### config.mk
export PLATFORM = sky130hd
export DESIGN_NAME = cdb_arbiter
export DESIGN_NICKNAME = d
export VERILOG_FILES = /design/src/rtl/sys_defs.sv /design/src/rtl/cdb_arbiter_result_fifo.sv /design/src/rtl/cdb_arbiter.sv
export SDC_FILE = /design/constraint.sdc
export NUM_CORES = 1
export LEC_CHECK = 0
export ABC_AREA = 1
export CAP_MARGIN = 15
export CORE_MARGIN = 3
export CORE_UTILIZATION = 50
export CTS_CLUSTER_SIZE = 24
export DETAILED_ROUTE_END_ITERATION = 6
export MAX_ROUTING_LAYER = met4
export PLACE_DENSITY = 0.76
export SLEW_MARGIN = 20
export SYNTH_ARGS = -nofsm -noshare
export SYNTH_HDL_FRONTEND = slang
export SYNTH_SLANG_ARGS = --single-unit
### constraint.sdc
create_clock -name clock -period 4.6 [get_ports clock]
set_input_delay 0.46 -clock clock [delete_from_list [all_inputs] [get_ports clock]]
set_output_delay 0.46 -clock clock [all_outputs]
set_load 0.02 [all_outputs]
### src/rtl/sys_defs.sv
// Shared execute/complete types and default sizes for the result bus.
// EX_CO_PACKAGE is the bundle carried from the functional units to complete.
package sys_defs;

    localparam int NUM_FU     = 4;
    localparam int CDB_QDEPTH = 2;

    typedef struct packed {
        logic [31:0] NPC;
        logic [31:0] result;
        logic [4:0]  dest_reg_idx;
        logic        take_branch;
        logic        valid;
    } EX_CO_PACKAGE;

    function automatic int ptr_w(input int n);
        return (n > 1) ? $clog2(n) : 1;
    endfunction

endpackage

### src/rtl/cdb_arbiter_result_fifo.sv
// Per-FU result queue: circular head/tail pointers plus an occupancy count.
// clear empties the queue on the same edge and overrides push/pop.
module result_fifo
    import sys_defs::*;
#(
    parameter int DEPTH = CDB_QDEPTH
) (
    input  logic         clock,
    input  logic         reset,
    input  logic         clear,
    input  logic         push,
    input  logic         pop,
    input  EX_CO_PACKAGE din,
    output logic         full,
    output logic         empty,
    output EX_CO_PACKAGE head
);

    localparam int PW = ptr_w(DEPTH);
    localparam int CW = $clog2(DEPTH + 1);

    EX_CO_PACKAGE  r_mem [DEPTH];
    logic [PW-1:0] r_head;
    logic [PW-1:0] r_tail;
    logic [CW-1:0] r_count;
    logic          w_push;
    logic          w_pop;
    logic          w_hold;

    function automatic logic [PW-1:0] nxt(input logic [PW-1:0] p);
        return (p == PW'(DEPTH - 1)) ? '0 : p + PW'(1);
    endfunction

    assign full   = (r_count == CW'(DEPTH));
    assign empty  = (r_count == '0);
    assign head   = r_mem[r_head];
    assign w_hold = reset || clear;
    assign w_push = push && !full && !w_hold;
    assign w_pop  = pop && !empty && !w_hold;

    always_ff @(posedge clock) begin
        if (w_hold) begin
            r_head  <= '0;
            r_tail  <= '0;
            r_count <= '0;
        end else begin
            if (w_push) r_tail <= nxt(r_tail);
            if (w_pop)  r_head <= nxt(r_head);
            if (w_push && !w_pop)
                r_count <= r_count + CW'(1);
            else if (w_pop && !w_push)
                r_count <= r_count - CW'(1);
        end
    end

    always_ff @(posedge clock) begin
        if (w_push) r_mem[r_tail] <= din;
    end

endmodule

### src/rtl/cdb_arbiter.sv
// Result-bus arbiter: per-FU queues, round-robin pick, registered output.
// Define CDB_BRANCH_PRIORITY_EN to give queue 0 (branch unit) absolute priority.
module cdb_arbiter
    import sys_defs::*;
#(
    parameter int NUM_FU = sys_defs::NUM_FU,
    parameter int QDEPTH = CDB_QDEPTH
) (
    input  logic                      clock,
    input  logic                      reset,
    input  logic                      squash,
    input  logic                      co_stall,
    input  logic         [NUM_FU-1:0] fu_valid,
    input  EX_CO_PACKAGE [NUM_FU-1:0] fu_packet,
    output logic         [NUM_FU-1:0] fu_ready,
    output EX_CO_PACKAGE              ex_co_reg
);

`ifdef CDB_BRANCH_PRIORITY_EN
    localparam bit PRIO = 1'b1;
`else
    localparam bit PRIO = 1'b0;
`endif

    localparam int RW = ptr_w(NUM_FU);

    logic [RW-1:0]     r_rr_ptr;
    EX_CO_PACKAGE      r_out;
    logic [NUM_FU-1:0] w_full;
    logic [NUM_FU-1:0] w_empty;
    logic [NUM_FU-1:0] w_push;
    logic [NUM_FU-1:0] w_pop;
    EX_CO_PACKAGE      w_head [NUM_FU];
    EX_CO_PACKAGE      w_grant;
    logic              w_load;
    logic              w_found;
    logic [RW-1:0]     w_win;
    logic [RW:0]       w_sum;
    logic [RW-1:0]     w_idx;

    assign w_load    = !r_out.valid || !co_stall;
    assign fu_ready  = reset ? '0 : ~w_full;
    assign ex_co_reg = r_out;

    for (genvar g = 0; g < NUM_FU; g++) begin : g_fifo
        assign w_push[g] = fu_valid[g] && fu_ready[g];
        assign w_pop[g]  = w_load && w_found && (w_win == RW'(g));

        result_fifo #(
            .DEPTH(QDEPTH)
        ) u_fifo (
            .clock(clock),
            .reset(reset),
            .clear(squash),
            .push (w_push[g]),
            .pop  (w_pop[g]),
            .din  (fu_packet[g]),
            .full (w_full[g]),
            .empty(w_empty[g]),
            .head (w_head[g])
        );
    end

    // Scan upward from rr_ptr; with priority on, queue 0 is taken first
    // and is otherwise excluded from the rotation.
    always_comb begin
        w_found = 1'b0;
        w_win   = r_rr_ptr;
        w_sum   = '0;
        w_idx   = '0;
        if (PRIO && !w_empty[0]) begin
            w_found = 1'b1;
            w_win   = '0;
        end
        for (int k = 0; k < NUM_FU; k++) begin
            w_sum = {1'b0, r_rr_ptr} + (RW+1)'(k);
            if (w_sum >= (RW+1)'(NUM_FU))
                w_sum = w_sum - (RW+1)'(NUM_FU);
            w_idx = w_sum[RW-1:0];
            if (!w_found && !w_empty[w_idx] &&
                !(PRIO && w_idx == '0)) begin
                w_found = 1'b1;
                w_win   = w_idx;
            end
        end
    end

    always_comb begin
        w_grant       = w_head[w_win];
        w_grant.valid = 1'b1;
    end

    always_ff @(posedge clock) begin
        if (reset) begin
            r_out    <= '0;
            r_rr_ptr <= '0;
        end else if (squash) begin
            r_out.valid <= 1'b0;
        end else if (w_load) begin
            if (w_found) begin
                r_out <= w_grant;
                if (!(PRIO && w_win == '0))
                    r_rr_ptr <= (w_win == RW'(NUM_FU - 1)) ?
                                '0 : w_win + RW'(1);
            end else begin
                r_out.valid <= 1'b0;
            end
        end
    end

endmodule
== Word level (Yosys, flattened, before mapping) ==
Memories as Yosys holds them, arrays and structs flattened. A register that Yosys moved wholly into a read port is not among the register bits.
Index checks and enable logic that the tools add are counted.
Cells by class
  add/sub/neg operators: 24
  multipliers: 0
  divide/modulo/power cells: 0
  order comparisons: 9
  equal/unequal tests: 7
  shifts and indexed selects: 0
  muxes and demuxes: 58
  bitwise operators: 3
  reductions and logical operators: 73
Operators with widths (count)
  binary-select mux 71 bit (select 2 bit): 1
  two-way mux 71 bit: 2
  logical AND 1 bit: 36
  two-way mux 2 bit: 17
  two-way mux 1 bit: 33
  logical NOT 1 bit: 24
  subtractor 2 x 1 -> 2 bit (second input constant): 8
  equality test 2 bit (second input constant): 6
  greater-or-equal comparator 3 bit (second input constant): 4
  less-than comparator 2 x 3 -> 1 bit (second input constant): 4
  adder 2 x 1 -> 2 bit (second input constant): 5
  logical NOT 2 bit: 5
  adder 1 bit (second input constant): 8
  binary-select mux 1 bit (select 2 bit): 4
  nonzero test 2 bit: 4
  adder 2 x 2 -> 3 bit (second input constant): 2
  two-way mux 4 bit: 1
  NOT 4 bit: 1
  adder 2 x 1 -> 3 bit (second input constant): 1
  greater-or-equal comparator 2 x 3 -> 1 bit (second input constant): 1
  NOT 2 -> 3 bit: 1
  AND reduction 3 bit: 1
  equality test 2 x 1 -> 1 bit (second input constant): 1
  logical OR 1 bit: 2
  2 further kinds: 2
Word-level totals
  register bits after elaboration: 89
  latch bits: 0
  RAM bits: 568
  memory bits (read-only): 0
  bits of input ports: 292
  output and inout bits: 75
  word-level logic and storage cells: 196
  memories kept: 4
Memory list
  g_fifo[0].u_fifo.r_mem: words 2, bits a word 71, rd ports 1, clocked after Yosys merged registers in 1, wr ports 1, RTL line cdb_arbiter_result_fifo.sv:22  | EX_CO_PACKAGE r_mem [DEPTH];
  g_fifo[1].u_fifo.r_mem: words 2, bits a word 71, rd ports 1, clocked after Yosys merged registers in 1, wr ports 1, RTL line cdb_arbiter_result_fifo.sv:22
  g_fifo[2].u_fifo.r_mem: words 2, bits a word 71, rd ports 1, clocked after Yosys merged registers in 1, wr ports 1, RTL line cdb_arbiter_result_fifo.sv:22
  g_fifo[3].u_fifo.r_mem: words 2, bits a word 71, rd ports 1, clocked after Yosys merged registers in 1, wr ports 1, RTL line cdb_arbiter_result_fifo.sv:22

== Logic depth before layout (Yosys ltp) ==
  depth in word-level cells: 21
  mapped depth: 20
  mapped depth without buffers: 18

== Cells and area by module ==
Synthesis repeated with hierarchy kept, for this count alone.
Unflattened totals
  cells, all modules: 2229
  area total of the unflattened synthesis: 29285.6 µm²
Modules (own cells, without submodules)
  result_fifo: instances 4, cells each 261, area each 5733.0 µm², sequential area each 4364.2 µm²
  cdb_arbiter: instances 1, cells each 1185, area each 6353.6 µm², sequential area each 1461.4 µm²

== Worst setup path before layout ==
OpenSTA, ideal clock, no wires.
  kind: input-to-reg
  from: in reset
  to: mem g_fifo[3].u_fifo.r_mem[0][10] (netlist bit), enable pin
  setup time: 499 ps
  arrival time: 4056 ps
  required time: 4101 ps
  path slack: 46 ps
  stages on the path: 3
  buffers on the path: 0
  cells stage by stage: a21oi_1 -> nand3_1 -> nor2_1
On the way
  word-level cells in the longest chain between the ends: 6
  elaborated cells on any way between the ends: 8
  those cells by class: 3 x mux; 5 x reduce/logical
RTL lines
  from (decl): RTL line cdb_arbiter.sv:10  | input logic reset,
  two-way mux 4 bit: RTL line cdb_arbiter.sv:42  | assign fu_ready = reset ? '0 : ~w_full;
  logical AND 1 bit: RTL line cdb_arbiter.sv:46  | assign w_push[g] = fu_valid[g] && fu_ready[g];
  logical AND 1 bit: RTL line cdb_arbiter_result_fifo.sv:38  | assign w_push = push && !full && !w_hold;
  logical AND 1 bit *: RTL line cdb_arbiter_result_fifo.sv:38
  two-way mux 1 bit *: RTL line cdb_arbiter_result_fifo.sv:57  | if (w_push) r_mem[r_tail] <= din;
  two-way mux 1 bit (implied by the code) *: RTL line cdb_arbiter_result_fifo.sv:57
  to (decl): RTL line cdb_arbiter_result_fifo.sv:22
Every way passes the cells marked *; elsewhere a longest branch is shown, timed or not.

== Worst setup path in the final report ==
  from: reg r_rr_ptr[0]
  to: reg g_fifo[3].u_fifo.r_count[1]
On the way
  word-level cells in the longest chain between the ends: 21
  elaborated cells on any way between the ends: 49
  those cells by class: 7 x add/sub; 4 x order compare; 1 x eq/ne; 21 x mux; 16 x reduce/logical
RTL lines
  from (decl): RTL line cdb_arbiter.sv:27  | logic [RW-1:0] r_rr_ptr;
  from (signal assigned): RTL line cdb_arbiter.sv:103  | r_rr_ptr <= (w_win == RW'(NUM_FU - 1)) ?
  adder 2 x 1 -> 3 bit: RTL line cdb_arbiter.sv:76  | w_sum = {1'b0, r_rr_ptr} + (RW+1)'(k);
  greater-or-equal comparator 3 bit / subtractor 2 x 1 -> 2 bit (equally long branches): RTL line cdb_arbiter.sv:77, cdb_arbiter.sv:78
  two-way mux 2 bit: RTL line cdb_arbiter.sv:77  | if (w_sum >= (RW+1)'(NUM_FU))
  binary-select mux 1 bit (select 2 bit): RTL line cdb_arbiter.sv:80  | if (!w_found && !w_empty[w_idx] &&
  two-way mux 1 bit (implied by the code): RTL line cdb_arbiter.sv:80
  logical NOT 1 bit: RTL line cdb_arbiter.sv:80
  logical AND 1 bit: RTL line cdb_arbiter.sv:80
  two-way mux 1 bit: RTL line cdb_arbiter.sv:80
  [... 4 more ...]
  logical AND 1 bit: RTL line cdb_arbiter.sv:80
  two-way mux 2 bit / two-way mux 1 bit (equally long branches): RTL line cdb_arbiter.sv:80
  equality test 2 bit / logical AND 1 bit (equally long branches): RTL line cdb_arbiter.sv:47  | assign w_pop[g] = w_load && w_found && (w_win == RW'(g));
  logical AND 1 bit *: RTL line cdb_arbiter.sv:47
  logical AND 1 bit * (2 in a row): RTL line cdb_arbiter_result_fifo.sv:39  | assign w_pop = pop && !empty && !w_hold;
  logical NOT 1 bit: RTL line cdb_arbiter_result_fifo.sv:49  | if (w_push && !w_pop)
  logical AND 1 bit: RTL line cdb_arbiter_result_fifo.sv:49
  two-way mux 2 bit / nonzero test 2 bit (equally long branches)
  to (signal assigned): RTL line cdb_arbiter_result_fifo.sv:50  | r_count <= r_count + CW'(1);
  to (signal assigned): RTL line cdb_arbiter_result_fifo.sv:52  | r_count <= r_count - CW'(1);
  to (decl): RTL line cdb_arbiter_result_fifo.sv:25  | logic [CW-1:0] r_count;
Every way passes the cells marked *; elsewhere a longest branch is shown, timed or not. The select of a mux whose other input is x is not followed.
A chain may end at the register's enable or synchronous reset.

==> results by group <==
STA
  – Worst-Margin Slew: approximately 1.0 ns
  – Setup ws final: around 1.1 ns
  – Hold slack: 0.436 ns
  – Clk_skew: roughly 0.019 ns
  – Final min period: 3.48 ns
  – RSZ-0062 raised after global routing: no
  – Setup violators final: 0
  – Count of pins over their slew limit: 0
  – Worst slew margin: 30.4%
  – Fin. Hold Viols: 0
  – Fin crit share: approximately three quarters
  – Fmax achieved: around 290 MHz
  – Total negative setup slack: 0 ns

CTS
  – Number of cells upsized or downsized after cts: 0
  – CTS tree: done
  – Max Buffers Root-to-Sink: 3
  – Worst-path clk slew: 0.06 ns
  – Inserted Clock Buffers: 68
  – Clk root buf: clkbuf_16
  – Hold Buf Count CTS: 0
  – Post-CTS Setup Bufs: 0
  – TritonCTS Sinks: approximately 650
  – # H-tree levels: 3
  – Clk_lat worst skew: 0.61 ns

Synth
  – Mean Syn Cell Area: 13.3 sq um
  – Synth warn: 0
  – Register bit total from synthesis: 653
  – Post-Syn Area: around 27000 sq um
  – Synth unique cells: 33
  – Syn nets: 2317
  – Register area share after synthesis: 69.7%
  – Syn Inst Count: 2020

Route
  – Post-route ant nets: 0
  – Final WL: 71.2 mm
  – Router iterations before antenna repair: 5
  – Initial DRC count: ~1700
  – Via density: 5.58
  – DR DRC count: 0
  – WL/cell: 22.8 um
  – DR vias: 17400

Floorplan
  – Die height: 237 um
  – FP Rows: 84
  – Ports: between 300 and 400
  – Initial core utilization: 50.8%
  – Core box area: 52800 sq um
  – Die W: ~240 um
  – Die area: roughly 56000 sq um

Finish
  – Nets: 2656
  – Area delta synth->final: 24.1%
  – Share of post-route cells with drive strength above 1: 18.2%
  – Largest register FFs: 560

Place
  – Routability cong.: 0.797
  – Setup WS pre-CTS: 1.13 ns
  – IO buf count: 362
  – Post-DP HPWL: 42.9 mm

Setup path
  – CP Capture Type: flop
  – Startpoint Class: flop
  – Crit path max fanout: 42
  – Critical Path RT: 5.08 ns
  – Critical Path AT: a little under 4 ns
  – Setup CP Type: flop to flop

GRT
  – Congestion Overflow GR: 0
  – Initial antenna violation count: 16
  – GRT Util Overall: 25.8%
  – First-pass GRT wire length: between 100 and 150 mm
  – Vias in the first global route: ~18000
  – Pin count of the biggest net entering global routing: 81

Job
  – Max Cap Viol: 0

Power
  – Highest ir drop seen on vdd: between 0.5 and 0.6 mV
  – P_leak: 11.6 nW
  – Cell area power density: 521 nW/um^2

Status
  – Status: finished clean

Hold path
  – Hold Crit Class: input port to flop
## path summary, 6_finish.rpt
path	end	from	slack [ns]	cells past startpoint
worst max-delay path	g_fifo[3].u_fifo.r_count[1]	r_rr_ptr[0]	1.12	17
worst min-delay path	g_fifo[3].u_fifo.r_mem[1][19]	fu_packet[232]	0.44	1
worst max register to register	g_fifo[3].u_fifo.r_count[1]	r_rr_ptr[0]	1.12	17
worst min register to register	g_fifo[2].u_fifo.r_count[1]	g_fifo[2].u_fifo.r_count[1]	0.49	2
## cells in the final DEF, fill, tap and decap left out, drive strengths merged
cell,count
diode,17
inv,31
nor2,173
mux2,280
a21oi,21
nand2,404
clkinv,30
nand4,74
clkdlybuf4s50,362
buf,29
nand3,163
edfxtp,560
nor3,3
clkbuf,93
dfxtp,93
ha,5
o21ai,90
nand3b,1
o2111ai,1
bufinv,1
## critical path: stages, from the launching register on
cell	delay (ns)
dfxtp_1	0.57
inv_2	0.19
nand2_1	0.12
nand2_2	0.11
nand3_2	0.10
nand2_4	0.10
nor2_8	0.14
nand3_4	0.14
inv_2	0.11
nand2_4	0.06
nand2_4	0.46
ha_1	0.26
o2111ai_1	0.18
ha_1	0.37
a21oi_1	0.12
o21ai_0	0.11
o21ai_0	0.15
a21oi_1	0.07
## cells in the mapped netlist
cell	number	share of area (%)
nand4_1	73	1.7
nor2_4	1	0.042
inv_4	1	0.023
nor2_1	171	2.4
nand2_4	4	0.17
nand3_1	159	3.0
inv_2	2	0.028
nor3_1	2	0.037
dfxtp_1	93	7.0
nor3_2	1	0.037
o2111ai_1	1	0.033
buf_6	7	0.29
inv_1	25	0.35
mux2_2	280	12
clkbuf_1	47	0.66
buf_2	49	0.92
nand4_4	1	0.079
o21ai_1	1	0.019
o21ai_0	88	1.6
o21ai_4	1	0.061
clkbuf_2	1	0.019
nand2_1	392	5.5
nand3_4	1	0.065
edfxtp_1	560	63
nand3_2	3	0.11
a21oi_1	21	0.39
buf_4	11	0.31
buf_1	7	0.098
nor2_8	1	0.075
ha_1	5	0.23
nand3b_1	1	0.028
nand2_2	8	0.19
clkinv_1	2	0.028
## final cells by class
| type | count | area, sq um |
|---|---|---|
| Sequential cell | 653 | 18700 |
| Clock buffer | 93 | 1900 |
| Inverter | 30 | 115 |
| Tap cell | 688 | 861 |
| Multi-Input combinational cell | 1215 | 7480 |
| Antenna cell | 17 | 42.5 |
| Clock inverter | 32 | 201 |
| Timing Repair Buffer | 391 | 3950 |
| Fill cell | 3929 | 19500 |
## per-layer routing
metal	global-route usage, %	wire length (um)	vias to the layer above
li1	-	-	8022
met1	33.6	28600	8520
met2	41.7	35300	750
met3	3.99	5520	112
met4	9.20	1770	0
met5	-	0	-
## cells by family after synthesis
kind of cell | after synthesis | synth area share [%]
and+or+nand+nor | 818 | 13.4
DFF | 653 | 69.7
muxes | 280 | 11.8
buffers and inverters | 152 | 2.72
AOI/OAI and AO/OA | 112 | 2.15
adders and majority gates | 5 | 0.234
## power breakdown
| part | total [mW] | switching [mW] | internal, mW |
|---|---|---|---|
| Combinational | 5.30 | 3.68 | 1.63 |
| Clock | 5.20 | 2.24 | 2.96 |
| Sequential | 6.81 | 0.146 | 6.67 |
| Total | 17.3 | 6.06 | 11.3 |
## stage by stage
step	area, sq um	std cells	power [mW]	util, %
after global routing	33200	3118	18.2	63.0
after floorplan	26800	2020	10.4	-
after CTS	33200	3101	17.4	62.9
final	33200	3119	17.3	63.0
after global placement	31000	2974	12.1	58.8
after detailed placement	31100	2976	12.2	58.9
Power figures use the tool's default switching activity.
